File: src/rtl/fifo_pkt_reader.sv
// Drains a show-ahead FIFO and streams header+payload packets onto a valid/ready port with SOP/EOP marks.
// Optional payload starvation timeout is compiled in with `define FIFO_RD_TIMEOUT_EN.
module fifo_pkt_reader #(
    parameter int DATA_WIDTH     = 8,
    parameter int ADDR_WIDTH     = 2,
    parameter int LEN_WIDTH      = 6,
    parameter int CNT_WIDTH      = 16,
    parameter int TIMEOUT_CYCLES = 255
) (
    input  logic                  clk,
    input  logic                  rst,
    input  logic [DATA_WIDTH-1:0] fifo_data,
    input  logic                  fifo_empty,
    output logic                  fifo_pop,
    output logic [DATA_WIDTH-1:0] out_data,
    output logic                  out_valid,
    input  logic                  out_ready,
    output logic                  out_sop,
    output logic                  out_eop,
    output logic [ADDR_WIDTH-1:0] out_dest,
    output logic                  busy,
    output logic [CNT_WIDTH-1:0]  pkt_cnt,
    output logic                  err_timeout
);

    typedef enum logic {HDR = 1'b0, PLD = 1'b1} state_t;

    state_t                state_q, state_d;
    logic [LEN_WIDTH-1:0]  rem_q, rem_d;
    logic [DATA_WIDTH-1:0] out_data_q, out_data_d;
    logic                  out_valid_q, out_valid_d;
    logic                  out_sop_q, out_sop_d;
    logic                  out_eop_q, out_eop_d;
    logic [ADDR_WIDTH-1:0] out_dest_q, out_dest_d;
    logic [CNT_WIDTH-1:0]  pkt_cnt_q, pkt_cnt_d;
    logic                  accept;

`ifdef FIFO_RD_TIMEOUT_EN
    localparam int TMO_W = $clog2(TIMEOUT_CYCLES + 1);
    logic [TMO_W-1:0]      tmo_q, tmo_d;
    logic                  err_q, err_d;
`endif

    // A pop is only allowed when the single output register is free or being drained this cycle.
    assign fifo_pop = !rst && !fifo_empty && (!out_valid_q || out_ready);
    assign accept   = out_valid_q && out_ready;

    // Next-state logic for the output register, framing FSM and counters.
    always_comb begin
        state_d     = state_q;
        rem_d       = rem_q;
        out_data_d  = out_data_q;
        out_valid_d = out_valid_q;
        out_sop_d   = out_sop_q;
        out_eop_d   = out_eop_q;
        out_dest_d  = out_dest_q;
        pkt_cnt_d   = pkt_cnt_q;
        if (accept) begin
            out_valid_d = 1'b0;
            if (out_eop_q) begin
                pkt_cnt_d = pkt_cnt_q + CNT_WIDTH'(1);
            end else begin
                pkt_cnt_d = pkt_cnt_q;
            end
        end else begin
            out_valid_d = out_valid_q;
        end
        if (fifo_pop) begin
            out_data_d  = fifo_data;
            out_valid_d = 1'b1;
            case (state_q)
                HDR: begin
                    out_sop_d  = 1'b1;
                    out_dest_d = fifo_data[DATA_WIDTH-1 -: ADDR_WIDTH];
                    if (fifo_data[LEN_WIDTH-1:0] == LEN_WIDTH'(0)) begin
                        out_eop_d = 1'b1;
                        state_d   = HDR;
                    end else begin
                        out_eop_d = 1'b0;
                        rem_d     = fifo_data[LEN_WIDTH-1:0];
                        state_d   = PLD;
                    end
                end
                PLD: begin
                    out_sop_d = 1'b0;
                    rem_d     = rem_q - LEN_WIDTH'(1);
                    if (rem_q == LEN_WIDTH'(1)) begin
                        out_eop_d = 1'b1;
                        state_d   = HDR;
                    end else begin
                        out_eop_d = 1'b0;
                        state_d   = PLD;
                    end
                end
                default: begin
                    state_d = HDR;
                    rem_d   = LEN_WIDTH'(0);
                end
            endcase
        end else begin
            out_data_d = out_data_q;
        end
`ifdef FIFO_RD_TIMEOUT_EN
        tmo_d = tmo_q;
        err_d = err_q;
        if (state_q == PLD && !fifo_pop) begin
            if (fifo_empty) begin
                if (tmo_q == TMO_W'(TIMEOUT_CYCLES - 1)) begin
                    // Abandon the packet; a held payload beat becomes its closing beat.
                    err_d   = 1'b1;
                    tmo_d   = TMO_W'(0);
                    state_d = HDR;
                    rem_d   = LEN_WIDTH'(0);
                    if (out_valid_d && !out_sop_q) begin
                        out_eop_d = 1'b1;
                    end else begin
                        out_eop_d = out_eop_q;
                    end
                end else begin
                    tmo_d = tmo_q + TMO_W'(1);
                end
            end else begin
                tmo_d = tmo_q;
            end
        end else begin
            tmo_d = TMO_W'(0);
        end
`endif
    end

    // State and output registers with synchronous reset.
    always_ff @(posedge clk) begin
        if (rst) begin
            state_q     <= HDR;
            rem_q       <= LEN_WIDTH'(0);
            out_data_q  <= DATA_WIDTH'(0);
            out_valid_q <= 1'b0;
            out_sop_q   <= 1'b0;
            out_eop_q   <= 1'b0;
            out_dest_q  <= ADDR_WIDTH'(0);
            pkt_cnt_q   <= CNT_WIDTH'(0);
`ifdef FIFO_RD_TIMEOUT_EN
            tmo_q       <= TMO_W'(0);
            err_q       <= 1'b0;
`endif
        end else begin
            state_q     <= state_d;
            rem_q       <= rem_d;
            out_data_q  <= out_data_d;
            out_valid_q <= out_valid_d;
            out_sop_q   <= out_sop_d;
            out_eop_q   <= out_eop_d;
            out_dest_q  <= out_dest_d;
            pkt_cnt_q   <= pkt_cnt_d;
`ifdef FIFO_RD_TIMEOUT_EN
            tmo_q       <= tmo_d;
            err_q       <= err_d;
`endif
        end
    end

    assign out_data  = out_data_q;
    assign out_valid = out_valid_q;
    assign out_sop   = out_sop_q;
    assign out_eop   = out_eop_q;
    assign out_dest  = out_dest_q;
    assign pkt_cnt   = pkt_cnt_q;
    assign busy      = (state_q == PLD) || out_valid_q;
`ifdef FIFO_RD_TIMEOUT_EN
    assign err_timeout = err_q;
`else
    assign err_timeout = 1'b0;
`endif

endmodule
File: config.mk
export PLATFORM = sky130hd
export DESIGN_NAME = fifo_pkt_reader
export DESIGN_NICKNAME = d
export VERILOG_FILES = /design/src/rtl/fifo_pkt_reader.sv
export SDC_FILE = /design/constraint.sdc
export NUM_CORES = 1
export LEC_CHECK = 0
export BUFFER_PORTS_ARGS = -buffer_cell sky130_fd_sc_hd__buf_2
export CORE_UTILIZATION = 38
export CTS_CLUSTER_SIZE = 20
export DETAILED_ROUTE_END_ITERATION = 16
export SETUP_SLACK_MARGIN = 0.5
export SLEW_MARGIN = 20
export SYNTH_ARGS = -nofsm -noshare
export SYNTH_HDL_FRONTEND = slang
export SYNTH_SLANG_ARGS = --single-unit
File: constraint.sdc
create_clock -name clk -period 2.05 [get_ports clk]
set_clock_uncertainty 0.2 [all_clocks]
set_input_delay 0.41 -clock clk [delete_from_list [all_inputs] [get_ports clk]]
set_output_delay 0.41 -clock clk [all_outputs]
set_load 0.01 [all_outputs]
**After elaboration in Yosys (flattened, before gate mapping)**

Cells that the tools add are included.

- Bits in writable memories: 0
- Latch bits: 0
- Bits of input ports: 12
- Bits in read-only memories: 0
- Memories kept: 0
- Output and inout bits: 32
- Flip-flop bits (word level): 36

- Add/subtract/negate cells: 2
- Reduce and logical (&&, ||, !) cells: 13
- Multiply operators: 0
- Bitwise gates (word level): 1
- $lt $le $gt $ge: 0
- Equal/unequal tests: 2
- Div/mod/pow operators: 0
- Shift-type cells: 0
- Multiplexer cells: 11

Operators with widths:

| cell | count |
|---|---|
| 16-bit by 1-bit adder with 16-bit output (second input constant) | 1 |
| 6-bit case mux with 2 select lines | 1 |
| 6-bit by 1-bit == test with 1-bit output (second input constant) | 1 |
| 6-bit logical NOT | 1 |
| 1-bit 2-to-1 mux | 6 |
| 6-bit 2-to-1 mux | 1 |
| 1-bit case mux with 2 select lines | 3 |
| 2-bit AND reduction | 3 |
| 6-bit by 1-bit subtractor with 6-bit output (second input constant) | 1 |
| 1-bit logical AND | 3 |
| 1-bit logical NOT | 3 |
| 1-bit logical OR | 2 |
| 2-bit inequality test (second input constant) | 1 |
| 2-bit nonzero test | 1 |
| 1-bit inverter | 1 |

**Longest topological paths before layout**

- Depth in word-level cells: 4
- Depth in mapped cells: 7
- Mapped depth without buffers: 6

**Worst setup path before layout**

No wires, ideal clock.

- Kind: input -> output
- From: input port rst
- To: output port fifo_pop
- Buffers on the path: 3
- Arrival: 1.394 ns
- Stages on the path: 5
- Path slack: 0.046 ns
- Cell sequence: clkbuf_1 or3_1 clkbuf_1 inv_1 buf_2

- Word-level cells in the longest chain between the ends: 3

RTL lines:

| element | line | text |
|---|---|---|
| from (decl) | 11 | `input logic rst,` |
| 1-bit logical NOT | 45 | `assign fifo_pop = !rst && !fifo_empty && (!out_valid_q \|\| out_ready);` |
| 1-bit logical AND (2 in series) | 45 |  |
| to (decl) | 14 | `output logic fifo_pop,` |

Every way passes these cells.

**Worst setup path in the final report**

- From: register out_valid_q (netlist: out_valid)
- To: output port fifo_pop

- Word-level cells in the longest chain between the ends: 3

RTL lines:

| element | line | text |
|---|---|---|
| from (decl) | 31 | `logic out_valid_q, out_valid_d;` |
| from (signal assigned) | 150 | `out_valid_q <= out_valid_d;` |
| 1-bit logical NOT | 45 |  |
| 1-bit logical OR | 45 |  |
| 1-bit logical AND | 45 |  |

Every way passes these cells.

==> results.ini <==
[timing]
hold_viol=0
fin_hold_ws_ns=0.130
fmax_mhz=529
grt_setup_unrepaired=true
drv_slew=0
min_period_ns=1.89
fin_ws_ns=0.161
final.period_utilization_pct=92.1
fin_tns_setup_ns=0
setup_violations=0

[drt]
drtIter0Drc=63
firstDrtPassIters=4
finalWirelength_mm=4.24
drt-wirelength-per-cell_um=14.3
drcViolationCount=0
vias=1584
antenna_left=0
viasPerCell=5.33

[pwr]
peakVddDrop_v=0.000477
power_density_mw_per_mm2=605
total_power_mw=1.44
leakagePower_nw=1.08

[cts]
cts.clk_slew.worst_paths_ns=0.07
cts.sinks=36
clock_path_buffers=2
tritoncts=built
clock_latency_ns=0.29
cts_root_buf=clkbuf_8
cts-htree-levels=2
cts_buffers=5

[worst_setup_path]
cp_max_fo=2
cp_cell_sequence=nor2b_4, or3_4, inv_8, buf_6
critical_path_buf_inv_count=2
endpoint_kind=output pin
crit_path_start_kind=flop
worstSetupPathType=flop to output pin
critPathArrivalTime_ns=1.28
slowest_delay_ns=0.37
required_ns=1.44
cp_top_family=simple AND/OR/NAND/NOR gates
crit_slowest_cell=or3_4

[global_routing]
antenna_found_initial=0
grt_pass1_wl_mm=6.77
gr-usage-all-layers_pct=20.4
grt-ovfl-total=0
first_global_vias=1447
grt_max_degree=26

[floorplanning]
die_x_um=67.5
core-area_sq_mm=0.00406
die_y_um=67.5
dieArea_sq_mm=0.00455
rows=23
io_pins=44
initial_core_util_pct=40.1

[synth]
async_flop_share_pct=0
netlist_top_cells_area=dfxtp_1, nor2_1, a22o_1
seq_area_frac_synth_pct=44.3
yosysTopAreaCellShare_pct=44.3
synth_fp_nets=200
ys_warn_count=0
synth_cell_type_count=41
synthFlopType=dfxtp_1
syn_area_sq_mm=0.00163
synth_edf_count=0
syn_inst=185
synth_area_leader_cell=dfxtp_1
ys_ff_latch=36
avgSynthCellArea_sq_um=8.80

[place]
io_buffers=42
post-dp-hpwl_mm=2.68
place_inst=274
gp_congestion=0.834
dp_slack_ns=0.143
placed_area_sq_mm=0.00195

[final_layout]
final_util_pct=58.7
antennaDiodeCount=0
final_cells=297
area_delta_synth_final_pct=46.3
layout.nets=261
drive_gt1_share_pct=45.7
design_area_sq_mm=0.00238
num-fill-cells=365

[outcome]
status=complete, no violations

[job]
cap_violations=0

[min_path]
hold_class=input port to flop

==> layer usage <==
metal	up-vias	GRT usage, %	part of all wire, %
met5	-	0	0
met4	0	10.4	2.2
met3	9	5.24	5.1
met2	47	30.5	46
met1	749	26.9	47
li1	779	-	-
==> cell families (layout without fill, tap and decap cells) <==
kind of cell / count (synthesis) / count (layout) / share of synthesized area [%]
DFF: 36 / 36 / 44.3
AOI/OAI and AO/OA: 37 / 37 / 16.4
adders and majority gates: 3 / 3 / 2.31
and+or+nand+nor: 75 / 75 / 24.0
xor gates and xnor gates: 11 / 11 / 5.92
muxes: 4 / 4 / 2.46
other: 1 / 1 / 0.230
buffers and inverters: 18 / 80 / 4.46
==> cell type report <==
class,count,area (sq um),area share [%]
multi-input combinational,131,1010,42.5
sequential,36,753,31.6
timing repair buffer,62,429,18.0
clock buffer,7,76.3,3.21
tap,50,62.6,2.63
inverter,10,45.0,1.89
clock inverter,1,3.75,0.158
==> final timing paths <==
check	to	cells after the start	start	slack, ns
setup reg to reg	pkt_cnt[13]	5	out_valid	0.24
hold / removal	out_data[6]	3	fifo_data[6]	0.13
hold reg to reg	out_sop	1	out_sop	0.26
setup / recovery	fifo_pop	4	out_valid	0.16
==> worst register-to-register path: stages (launching register included) <==
cell	delay, ns
dfxtp_4	0.34
buf_4	0.13
nand4_1	0.14
or4_4	0.47
or3_1	0.32
a21oi_1	0.14
==> placed cells by master (no fill, tap or decap), types with 2 or more instances in the layout <==
cell type,instances
inv_1,9
nor3_2,3
o21ai_0,4
nor4_2,2
nand4_1,3
a31oi_1,2
o31ai_1,2
nor2_1,19
a22o_1,8
dfxtp_1,22
nand2_1,12
xnor2_1,6
nand2_2,2
ha_1,2
buf_12,2
dfxtp_4,6
a31o_2,2
nand3_1,7
nor4_4,4
or3_4,2
or4_4,2
clkbuf_1,2
mux2i_1,4
buf_4,14
buf_2,38
dfxtp_2,8
a21oi_1,6
xor2_1,5
nor3_1,2
clkbuf_8,5
buf_6,7
or3_1,2
o21ai_1,2
nor2b_1,3
==> state kept, by name, indices dropped and copies added, names as in the netlist <==
name / flops
state_q: 1
rem_q: 6
out_valid: 1
out_sop: 1
pkt_cnt: 16
out_eop: 1
out_data: 8
out_dest: 2
==> cells in the mapped netlist, types with 6 or more instances <==
cell type / instances
a21oi_1: 7
a22o_1: 8
clkbuf_1: 6
dfxtp_1: 36
inv_1: 10
nand2_1: 15
nand3_1: 8
nor2_1: 20
nor3_1: 6
nor4_1: 7
o21ai_0: 7
xnor2_1: 6
==> what timing repair did <==
action | in CTS | in global routing
buffers inserted | 9 | 6
hold buffers | 0 | 0
pin swaps | 2 | 8
gates cloned | 0 | 0
endpoints found under the setup margin | 24 | 32
resized for setup | 17 | 32
==> where the power goes <==
part           switching, mW  internal, mW
Sequential            0.0251         0.722
Clock                  0.240         0.236
Combinational          0.113         0.106
Total                  0.378          1.06
(Power assumes the default switching activity.)
